--- src/rtl/pipe_hazard_ctrl_pkg.sv ---
// Shared encodings and stage-register layouts for the pipeline hazard controller.
package pipe_hazard_ctrl_pkg;

    localparam logic [2:0] ALU_AND = 3'b000;
    localparam logic [2:0] ALU_OR  = 3'b001;
    localparam logic [2:0] ALU_ADD = 3'b010;
    localparam logic [2:0] ALU_SUB = 3'b110;
    localparam logic [2:0] ALU_SLT = 3'b111;

    typedef enum logic [1:0] {
        FWD_RF  = 2'b00,
        FWD_WB  = 2'b01,
        FWD_MEM = 2'b10
    } fwd_e;

    typedef enum logic [1:0] {
        PC_SEL_SEQ = 2'b00,
        PC_SEL_BR  = 2'b01,
        PC_SEL_JMP = 2'b10
    } pc_sel_e;

    // An all-zero value of any stage register is a bubble.
    typedef struct packed {
        logic       reg_write;
        logic       mem_to_reg;
        logic       mem_write;
        logic       branch_eq;
        logic [2:0] alu_c;
        logic       alu_src;
        logic [4:0] rs;
        logic [4:0] rt;
        logic [4:0] dst;
    } idex_t;

    typedef struct packed {
        logic       reg_write;
        logic       mem_to_reg;
        logic       mem_write;
        logic [4:0] dst;
    } exmem_t;

    typedef struct packed {
        logic       reg_write;
        logic       mem_to_reg;
        logic [4:0] dst;
    } memwb_t;

endpackage

--- src/rtl/pipe_fwd_sel.sv ---
// Operand source select for one EX operand; the younger producer in MEM wins over WB.
module pipe_fwd_sel
    import pipe_hazard_ctrl_pkg::*;
(
    input  logic [4:0] src,
    input  logic       mem_reg_write,
    input  logic [4:0] mem_dst,
    input  logic       wb_reg_write,
    input  logic [4:0] wb_dst,
    output logic [1:0] sel
);

    always_comb begin
        sel = FWD_RF;
        if (mem_reg_write && (mem_dst != 5'd0) && (mem_dst == src)) begin
            sel = FWD_MEM;
        end else if (wb_reg_write && (wb_dst != 5'd0) && (wb_dst == src)) begin
            sel = FWD_WB;
        end
    end

endmodule

--- src/rtl/pipe_hazard_ctrl.sv ---
// Control pipeline for the 5-stage CPU: stage control registers, load-use stall,
// branch/jump flush, EX forwarding selects and saturating event counters.
module pipe_hazard_ctrl
    import pipe_hazard_ctrl_pkg::*;
#(
    parameter int CNT_W = 16
)
(
    input  logic             clk,
    input  logic             rst,
    input  logic             id_reg_write,
    input  logic             id_mem_to_reg,
    input  logic             id_mem_write,
    input  logic             id_branch_eq,
    input  logic             id_jump,
    input  logic             id_alu_src,
    input  logic             id_rd_sel,
    input  logic [2:0]       id_alu_c,
    input  logic [4:0]       id_rs,
    input  logic [4:0]       id_rt,
    input  logic [4:0]       id_rd,
    input  logic             ex_zero,
    output logic             pc_en,
    output logic             ifid_en,
    output logic             ifid_flush,
    output logic [1:0]       pc_sel,
    output logic [2:0]       ex_alu_c,
    output logic             ex_alu_src,
    output logic             mem_mem_write,
    output logic             wb_reg_write,
    output logic             wb_mem_to_reg,
    output logic [4:0]       wb_dst,
    output logic [1:0]       fwd_a,
    output logic [1:0]       fwd_b,
    output logic [CNT_W-1:0] stall_cnt,
    output logic [CNT_W-1:0] flush_cnt
);

    idex_t  ex_q;
    idex_t  ex_d;
    exmem_t mem_q;
    memwb_t wb_q;

    logic id_uses_rt;
    logic luh;
    logic bt;
    logic jmp;
    logic stall_inc;
    logic flush_inc;

    assign id_uses_rt = ~id_alu_src | id_mem_write;
    assign luh = ex_q.mem_to_reg && (ex_q.dst != 5'd0) &&
                 ((ex_q.dst == id_rs) || (id_uses_rt && (ex_q.dst == id_rt)));
    assign bt  = ex_q.branch_eq & ex_zero;
    // The jump input is live even while reset is held, so mask it to keep pc_sel at PC+4.
    assign jmp = id_jump & ~rst;

    assign stall_inc = ~bt & luh;
    assign flush_inc = bt | (~luh & jmp);

    always_comb begin
        pc_en      = 1'b1;
        ifid_en    = 1'b1;
        ifid_flush = 1'b0;
        pc_sel     = PC_SEL_SEQ;
        if (bt) begin
            pc_sel     = PC_SEL_BR;
            ifid_flush = 1'b1;
        end else if (luh) begin
            pc_en   = 1'b0;
            ifid_en = 1'b0;
        end else if (jmp) begin
            pc_sel     = PC_SEL_JMP;
            ifid_flush = 1'b1;
        end
    end

    // Any redirect or stall turns the ID instruction into a bubble; a jump never needs EX.
    always_comb begin
        ex_d = '0;
        if (!(bt || luh || jmp)) begin
            ex_d.reg_write  = id_reg_write;
            ex_d.mem_to_reg = id_mem_to_reg;
            ex_d.mem_write  = id_mem_write;
            ex_d.branch_eq  = id_branch_eq;
            ex_d.alu_c      = id_alu_c;
            ex_d.alu_src    = id_alu_src;
            ex_d.rs         = id_rs;
            ex_d.rt         = id_rt;
            ex_d.dst        = id_rd_sel ? id_rd : id_rt;
        end
    end

    always_ff @(posedge clk or posedge rst) begin
        if (rst) begin
            ex_q      <= '0;
            mem_q     <= '0;
            wb_q      <= '0;
            stall_cnt <= '0;
            flush_cnt <= '0;
        end else begin
            ex_q            <= ex_d;
            mem_q.reg_write <= ex_q.reg_write;
            mem_q.mem_to_reg <= ex_q.mem_to_reg;
            mem_q.mem_write <= ex_q.mem_write;
            mem_q.dst       <= ex_q.dst;
            wb_q.reg_write  <= mem_q.reg_write;
            wb_q.mem_to_reg <= mem_q.mem_to_reg;
            wb_q.dst        <= mem_q.dst;
            if (stall_inc && (stall_cnt != '1)) begin
                stall_cnt <= stall_cnt + 1'b1;
            end
            if (flush_inc && (flush_cnt != '1)) begin
                flush_cnt <= flush_cnt + 1'b1;
            end
        end
    end

    assign ex_alu_c      = ex_q.alu_c;
    assign ex_alu_src    = ex_q.alu_src;
    assign mem_mem_write = mem_q.mem_write;
    assign wb_reg_write  = wb_q.reg_write;
    assign wb_mem_to_reg = wb_q.mem_to_reg;
    assign wb_dst        = wb_q.dst;

    pipe_fwd_sel u_fwd_a (
        .src           (ex_q.rs),
        .mem_reg_write (mem_q.reg_write),
        .mem_dst       (mem_q.dst),
        .wb_reg_write  (wb_q.reg_write),
        .wb_dst        (wb_q.dst),
        .sel           (fwd_a)
    );

    pipe_fwd_sel u_fwd_b (
        .src           (ex_q.rt),
        .mem_reg_write (mem_q.reg_write),
        .mem_dst       (mem_q.dst),
        .wb_reg_write  (wb_q.reg_write),
        .wb_dst        (wb_q.dst),
        .sel           (fwd_b)
    );

endmodule

--- config.mk ---
export PLATFORM = sky130hd
export DESIGN_NAME = pipe_hazard_ctrl
export DESIGN_NICKNAME = d
export VERILOG_FILES = /design/src/rtl/pipe_hazard_ctrl_pkg.sv /design/src/rtl/pipe_fwd_sel.sv /design/src/rtl/pipe_hazard_ctrl.sv
export SDC_FILE = /design/constraint.sdc
export NUM_CORES = 1
export LEC_CHECK = 0
export ABC_AREA = 1
export CORE_MARGIN = 8
export CORE_UTILIZATION = 51
export CTS_CLUSTER_DIAMETER = 30
export DETAILED_ROUTE_END_ITERATION = 10
export PLACE_DENSITY = 0.87
export SLEW_MARGIN = 20
export SYNTH_ARGS = -nofsm -noshare
export SYNTH_HDL_FRONTEND = slang
export SYNTH_SLANG_ARGS = --single-unit
--- constraint.sdc ---
create_clock -name clk -period 3.5 [get_ports clk]
set_clock_uncertainty 0.15 [all_clocks]
set_input_delay 0.525 -clock clk [delete_from_list [all_inputs] [get_ports clk]]
set_output_delay 0.525 -clock clk [all_outputs]
set_load 0.005 [all_outputs]
# --- Yosys cells after proc, flatten, opt, wreduce, memory -nomap -nowiden ---
# Cells that the tools add are included.
word_totals:
  register_bits: 70
  in_bits: 28
  output_inout_bits: 53
  elab_cells: 69
op_classes:
  n_addsub: 2
  eq_ne: 8
  muxes: 14
  bitwise: 10
  n_reduce_logical: 17
ops:
  columns: ["cell", "n"]
  rows:
  - ["adder 16 x 1 -> 16 bit (second input constant)", 2]
  - ["inequality test 16 bit (second input constant)", 2]
  - ["equality test 5 bit", 6]
  - ["2-to-1 mux 23 bit", 1]
  - ["nonzero test 5 bit", 3]
  - ["logical AND 1 bit", 11]
  - ["2-to-1 mux 2 bit", 5]
  - ["2-to-1 mux 1 bit", 7]
  - ["2-to-1 mux 5 bit", 1]
  - ["bitwise AND 1 bit", 4]
  - ["NOT 1 bit", 4]
  - ["logical OR 1 bit", 3]
  - ["OR 1 bit", 2]

# --- Depth between registers and ports, before layout ---
# Gate-level depths: netlist of the first run.
logic_depth:
  word_depth: 9
  depth_mapped: 11
  depth_no_buf: 10

# --- Cells and area by module ---
# A second synthesis of the first run with hierarchy kept.
unflattened:
  cells_unflattened: 527
  area_unflattened_um2: 3836.2
by_module_without_submodules:
  columns: ["module", "n_inst", "cells_per_inst", "area_each_um2", "seq_area_each_um2"]
  rows:
  - ["pipe_hazard_ctrl", 1, 427, 3408.3, 1751.7]
  - ["pipe_fwd_sel", 2, 50, 214.0, 0.0]

# --- Worst setup path after synthesis of the first run ---
# No wires, ideal clock.
synth_timing:
  kind: "input to register"
  start: "input rst"
  end: "register flush_cnt[10]"
  setup_time_ns: 0.117
  arrival_ns: 2.949
  required_time_ns: 3.233
  setup_slack_ns: 0.284
  cell_stages: 7
  path_buffers: 1
  path_cell_list: "inv_1 -> nand2_1 -> nand2_1 -> clkbuf_1 -> nand3_1 -> nand2_1 -> nand2_1"
synth_via:
  elab_chain_len: 5
synth_lines:
  columns: ["element", "line", "rtl"]
  rows:
  - ["start: declaration", "pipe_hazard_ctrl.sv:10", "input logic rst,"]
  - ["NOT 1 bit", "pipe_hazard_ctrl.sv:56", "assign jmp = id_jump & ~rst;"]
  - ["bitwise AND 1 bit", "pipe_hazard_ctrl.sv:56", null]
  - ["bitwise AND 1 bit", "pipe_hazard_ctrl.sv:59", "assign flush_inc = bt | (~luh & jmp);"]
  - ["OR 1 bit", "pipe_hazard_ctrl.sv:59", null]
  - ["logical AND 1 bit", "pipe_hazard_ctrl.sv:113", "if (flush_inc && (flush_cnt != '1)) begin"]
  - ["end signal: assignment", "pipe_hazard_ctrl.sv:114", "flush_cnt <= flush_cnt + 1'b1;"]
  - ["end: declaration", "pipe_hazard_ctrl.sv:36", "output logic [CNT_W-1:0] flush_cnt"]
# Every way passes these cells.
# A chain may end at the register's enable or synchronous reset.

# --- Final worst setup path of the first run ---
layout_timing:
  start: "input id_rt[2]"
  end: "output pc_sel[1]"
layout_via:
  elab_chain_len: 6
layout_lines:
  columns: ["element", "line", "rtl"]
  rows:
  - ["start: declaration", "pipe_hazard_ctrl.sv:20", "input logic [4:0] id_rt,"]
  - ["equality test 5 bit", "pipe_hazard_ctrl.sv:53", "((ex_q.dst == id_rs) || (id_uses_rt && (ex_q.dst == id_rt)));"]
  - ["logical AND 1 bit", "pipe_hazard_ctrl.sv:53", null]
  - ["logical OR 1 bit", "pipe_hazard_ctrl.sv:53", null]
  - ["logical AND 1 bit", "pipe_hazard_ctrl.sv:52", "assign luh = ex_q.mem_to_reg && (ex_q.dst != 5'd0) &&"]
  - ["2-to-1 mux 2 bit", "pipe_hazard_ctrl.sv:69", "end else if (luh) begin"]
  - ["2-to-1 mux 2 bit", "pipe_hazard_ctrl.sv:66", "if (bt) begin"]
  - ["end: declaration", "pipe_hazard_ctrl.sv:26", "output logic [1:0] pc_sel,"]
# Every way passes these cells.

==> flow_metrics.env, run 1 <==
export IMPL_synth_flop_cell="dfrtp_1"
export IMPL_drc=0
export IMPL_swShare_pct=29.2
export IMPL_cts_root_buffer="clkbuf_8"
export IMPL_leakage_nw=2.23
export IMPL_cp_arrival_ns=2.26
export IMPL_vias=3209
export IMPL_io_buffers=80
export IMPL_dp_hpwl_um=6590
export IMPL_cp_max_fo=4
export IMPL_synth_nets=498
export IMPL_core_area_um2=7140
export IMPL_synth_yosys_warnings=0
export IMPL_hold_viol=0
export IMPL_ant_nets=0
export IMPL_layout_drive_gt1_share_pct=5.98
export IMPL_cts_hold_buf=0
export IMPL_finalCritPeriodShare_pct=83.9
export IMPL_grt_pass1_vias=3207
export IMPL_seq_power_share_pct=50.5
export IMPL_rsz0062_at_grt="no"
export IMPL_grt_util_met1_pct=22.0
export IMPL_yosysTopAreaCell="dfrtp_1"
export IMPL_die_area_um2=10300
export IMPL_drt_first_pass_iters=4
export IMPL_netlist_area_leader_share_pct=47.2
export IMPL_max_cap_violations=0
export IMPL_slew_viol_final=0
export IMPL_gr_total_overflow=0
export IMPL_endpoint_kind="output pin"
export IMPL_num_rows=31
export IMPL_min_period_ns=2.94
export IMPL_globalRouteMet2Util_pct=31.3
export IMPL_grt_pass1_wl_um=14900
export IMPL_final_cell_mix="141 x nand2_1, 80 x clkdlybuf4s50_1, 70 x nor2_1, 70 x dfrtp_1, 49 x inv_1"
export IMPL_io_pins=81
export IMPL_reg2reg_depth=8
export IMPL_cts_tree="yes"
export IMPL_largestRegisters="ex_q x19, flush_cnt x16, stall_cnt x16"
export IMPL_wl_per_cell_um=13.5
export IMPL_powerDensity_nw_per_um2=404
export IMPL_post_synth_instance_area_um2=3710
export IMPL_syn_area_per_cell_um2=7.93
export IMPL_grtUsageTotal_pct=18.3
export IMPL_internal_power_w=0.00135
export IMPL_vias_per_cell=4.93
export IMPL_gr_max_usage_layer="met2"
export IMPL_worst_pin_slew_ns=0.845
export IMPL_clkPwrFrac_pct=30.1
export IMPL_finalPower_w=0.00191
export IMPL_die_w_um=101
export IMPL_async_flop_share_pct=100
export IMPL_place_congestion=0.873
export IMPL_worstSetupPathType="in -> out"
export IMPL_totalWireLength_um=8790
export IMPL_peakVddDrop_mv=0.264
export IMPL_netlist_top_cells_area="dfrtp_1 47%, nand2_1 14%, nor2_1 7.1%"
export IMPL_status="complete, no violations"
export IMPL_cts_resized=0
export IMPL_drtIter0Drc=147
export IMPL_grt_max_degree=71
export IMPL_switchingPower_w=0.000556
export IMPL_clk_pin_slew_worst_paths_ns=0.07
export IMPL_htree_levels=3
export IMPL_hold_class="reg -> reg"
export IMPL_clk_path_buf_depth=2
export IMPL_cts_sinks=70
export IMPL_finalNetCount=577
export IMPL_ys_ff_latch=70
export IMPL_final_common_cell="nand2_1"
export IMPL_fmax_mhz=341
export IMPL_start_util_pct=52.0
export IMPL_clk_latency_ns=0.34
export IMPL_worstSetupStartpointType="primary input"
export IMPL_yosysSeqAreaShare_pct=47.2
export IMPL_max_flop_register="ex_q"
export IMPL_whs_path_depth=0
export IMPL_syn_inst=468
export IMPL_cts_inserted_buffers=9
export IMPL_grtUsageMet3_pct=3.99
export IMPL_fin_tns_setup_ns=0
export IMPL_post_cts_setup_buffers=0
export IMPL_combPwrFrac_pct=19.3
export IMPL_largest_reg_flops=19
export IMPL_antenna_found_initial=0
export IMPL_diodes=0
export IMPL_required_ns=2.82
export IMPL_die_height_um=101
export IMPL_synth_edf_count=0
export IMPL_yosysUniqueCellTypes=27
export IMPL_relSlewSlack_pct=43.7
export IMPL_finalSetupViolCount=0
export IMPL_area_delta_synth_final_pct=27.4
-- synthesized netlist by cell type (3+ instances only) --
library cell  number
nand2_1          141
dfrtp_1           70
nor2_1            70
inv_1             50
xnor2_1           28
nand3_1           26
nand4_1           21
xor2_1            12
buf_4              8
nor3_1             6
a21oi_1            5
o21ai_0            4
o21ai_2            4
buf_6              3
-- power groups by stage --
stage / Clock (W) / Sequential (W) / Combinational (W)
after floorplan: 0 / 0.000963 / 0.000200
after global placement: 0 / 0.000972 / 0.000357
after detailed placement: 0 / 0.000979 / 0.000373
after CTS: 0.000591 / 0.000963 / 0.000375
after global routing: 0.000625 / 0.000974 / 0.000414
final: 0.000575 / 0.000964 / 0.000369
-- final cells by class --
| cell class | count | area [µm²] |
|---|---|---|
| well taps | 99 | 124 |
| clock buffers | 11 | 141 |
| clock inverters | 5 | 35.0 |
| fillers | 626 | 2410 |
| repair buffers | 84 | 831 |
| multi-input cells | 331 | 1650 |
| inverters | 51 | 191 |
| flip-flops and latches | 70 | 1750 |
-- final timing paths --
kind / slack [ns] / to / start
setup / recovery: 0.56 / pc_sel[1] / id_rt[2]
hold / removal: 0.20 / wb_mem_to_reg$_DFF_PP0_ / mem_q[6]$_DFF_PP0_
setup reg to reg: 1.45 / stall_cnt[2]$_DFFE_PP0P_ / stall_cnt[0]$_DFFE_PP0P_
hold reg to reg: 0.20 / wb_mem_to_reg$_DFF_PP0_ / mem_q[6]$_DFF_PP0_
max in group asynchronous: 2.01 / wb_dst[4]$_DFF_PP0_ / rst
min in group asynchronous: 0.65 / stall_cnt[8]$_DFFE_PP0P_ / rst
-- critical path, cell delays in order --
cell and delay, ns:
clkdlybuf4s50_1 0.46, inv_1 0.07, o21ai_0 0.16, nor2_1 0.05, nand3_1 0.07, nand2_2 0.09
nand2_1 0.12, nand3_1 0.10, nor2_1 0.10, clkdlybuf4s50_1 0.51
-- metal layers --
layer	wire (µm)	vias up	part of all wire [%]
li1	-	1610	-
met1	3940	1503	45
met2	4310	88	49
met3	459	8	5.2
met4	89	0	1.0
met5	0	-	0
-- cells by family (layout without fill, tap and decap cells) --
group	Yosys count	in the layout	synth area share (%)
buffers and inverters	67	151	8.26
xor gates and xnor gates	40	40	9.44
adders and majority gates	2	2	0.674
and+or+nand+nor	276	276	32.3
DFF	70	70	47.2
AOI/OAI and AO/OA	13	13	2.16
-- through the flow --
step	util [%]	hold slack [ns]	worst slack, ns	cells	cell area [µm²]
after floorplan	-	0.181	0.284	468	3710
after global placement	63.8	0.184	0.588	635	4550
after detailed placement	63.8	0.189	0.580	635	4550
after CTS	66.2	0.205	0.564	651	4730
after global routing	66.2	0.202	0.361	651	4730
final	66.2	0.198	0.565	651	4730
Power figures use the tool's default switching activity.
==> run 2: changes to the inputs <==
==> constraint.sdc (replaced) <==
create_clock -name clk -period 3.07 [get_ports clk]
set_clock_uncertainty 0.15 [all_clocks]
set_input_delay 0.4605 -clock clk [delete_from_list [all_inputs] [get_ports clk]]
set_output_delay 0.4605 -clock clk [all_outputs]
set_load 0.005 [all_outputs]
==> flow_metrics.env, run 2 (same netlist as run 1, synthesis figures left out) <==
export IMPL_hold_viol=0
export IMPL_ant_nets=0
export IMPL_status="complete, no violations"
export IMPL_cp_max_fo=4
export IMPL_clk_pin_slew_worst_paths_ns=0.07
export IMPL_grt_pass1_vias=3270
export IMPL_r2r_start="stall_cnt[0]$_DFFE_PP0P_"
export IMPL_wl_per_cell_um=13.5
export IMPL_num_rows=31
export IMPL_largestRegisters="ex_q x19, flush_cnt x16, stall_cnt x16"
export IMPL_rsz0062_at_grt="no"
export IMPL_powerDensity_nw_per_um2=478
export IMPL_leakage_nw=2.26
export IMPL_antenna_found_initial=0
export IMPL_cp_arrival_ns=2.21
export IMPL_io_pins=81
export IMPL_htree_levels=3
export IMPL_cts_sinks=70
export IMPL_die_w_um=101
export IMPL_worst_pin_slew_ns=0.720
export IMPL_area_delta_synth_final_pct=28.2
export IMPL_finalNetCount=577
export IMPL_min_from="ex_q[22]$_DFF_PP0_"
export IMPL_dp_hpwl_um=6640
export IMPL_max_cap_violations=0
export IMPL_layout_drive_gt1_share_pct=6.16
export IMPL_whs_path_depth=0
export IMPL_totalWireLength_um=8810
export IMPL_die_height_um=101
export IMPL_grt_pass1_wl_um=15100
export IMPL_die_area_um2=10300
export IMPL_hold_class="reg -> reg"
export IMPL_fmax_mhz=355
export IMPL_finalCritPeriodShare_pct=91.8
export IMPL_post_cts_setup_buffers=0
export IMPL_vias_per_cell=4.98
export IMPL_reg2reg_depth=8
export IMPL_rr_endpoint="stall_cnt[15]$_DFFE_PP0P_"
export IMPL_vias=3242
export IMPL_grtUsageTotal_pct=18.5
export IMPL_io_buffers=80
export IMPL_final_cells=651
export IMPL_cts_tree="yes"
export IMPL_final_common_cell="nand2_1"
export IMPL_place_inst=635
export IMPL_diodes=0
export IMPL_r2r_slack_ns=0.99
export IMPL_grt_max_degree=61
export IMPL_finalPower_w=0.00228
export IMPL_worstSetupPathType="in -> out"
export IMPL_largest_reg_flops=19
export IMPL_cts_root_buffer="clkbuf_8"
export IMPL_max_flop_register="ex_q"
export IMPL_drt_first_pass_iters=5
export IMPL_worstSetupStartpointType="primary input"
export IMPL_clk_path_buf_depth=2
export IMPL_cts_hold_buf=0
export IMPL_core_area_um2=7140
export IMPL_endpoint_kind="output pin"
export IMPL_min_period_ns=2.82
export IMPL_required_ns=2.46
export IMPL_drtIter0Drc=142
export IMPL_final_cell_mix="141 x nand2_1, 80 x clkdlybuf4s50_1, 70 x nor2_1, 70 x dfrtp_1, 49 x inv_1"
export IMPL_slew_viol_final=0
export IMPL_start_util_pct=52.0
export IMPL_cts_inserted_buffers=9
export IMPL_cts_resized=0
export IMPL_relSlewSlack_pct=52.0
export IMPL_worst_hold_path_endpoint="mem_q[7]$_DFF_PP0_"
export IMPL_peakVddDrop_mv=0.283
export IMPL_place_congestion=0.924
export IMPL_fin_tns_setup_ns=0
export IMPL_drc=0
export IMPL_clk_latency_ns=0.34
export IMPL_gr_total_overflow=0
export IMPL_finalSetupViolCount=0
==> run 2: critical path: stages <==
cell and delay [ns]:
clkdlybuf4s50_1 0.45, inv_1 0.07, o21ai_0 0.15, nor2_1 0.06
nand3_1 0.08, nand2_2 0.10, nand2_1 0.11, nand3_1 0.11
nor2_1 0.11, clkdlybuf4s50_1 0.51
==> run 2: through the flow <==
step / hold slack [ns] / area [µm²] / utilization (%) / setup slack (ns)
2_1_floorplan: 0.181 / 3710 / - / 0.537
3_3_place_gp: 0.182 / 4550 / 63.8 / 0.297
3_5_place_dp: 0.187 / 4550 / 63.8 / 0.247
4_1_cts: 0.205 / 4760 / 66.7 / 0.235
5_1_grt: 0.223 / 4760 / 66.7 / 0.0569
6_report: 0.203 / 4760 / 66.7 / 0.250
==> run 2: power breakdown <==
group          internal, W  leakage (nW)  switching (W)  total (W)
Combinational     0.000226          1.23       0.000197   0.000423
Sequential         0.00100         0.921      0.0000969    0.00110
Clock             0.000385         0.105       0.000370   0.000755
Total              0.00161          2.26       0.000664    0.00228
==> run 2: how the worst max path moves through the flow <==
stage                   from                        to  slack, ns  cells past startpoint
floorplan                rst  flush_cnt[0]$_DFFE_PP0P_       0.54                      6
global placement    id_rt[2]                 pc_sel[1]       0.30                     10
detailed placement  id_rt[2]                 pc_sel[1]       0.25                     10
CTS                 id_rt[2]                 pc_sel[1]       0.23                     10
global route        id_rs[0]                ifid_flush       0.06                     11
finish              id_rt[2]                 pc_sel[1]       0.25                     10
==> run 2: cell type report <==
class / count / area (µm²)
clock buffer: 9 / 124
timing repair buffer: 84 / 831
multi-input combinational: 331 / 1650
clock inverter: 7 / 78.8
sequential: 70 / 1750
inverter: 51 / 195
tap: 99 / 124
fill: 598 / 2380
==> run 2: layer usage <==
metal	up-vias	wire length (µm)	track usage [%]
li1	1617	-	-
met1	1501	3850	22.3
met2	111	4370	31.2
met3	13	487	4.54
met4	0	104	6.41
met5	-	0	0
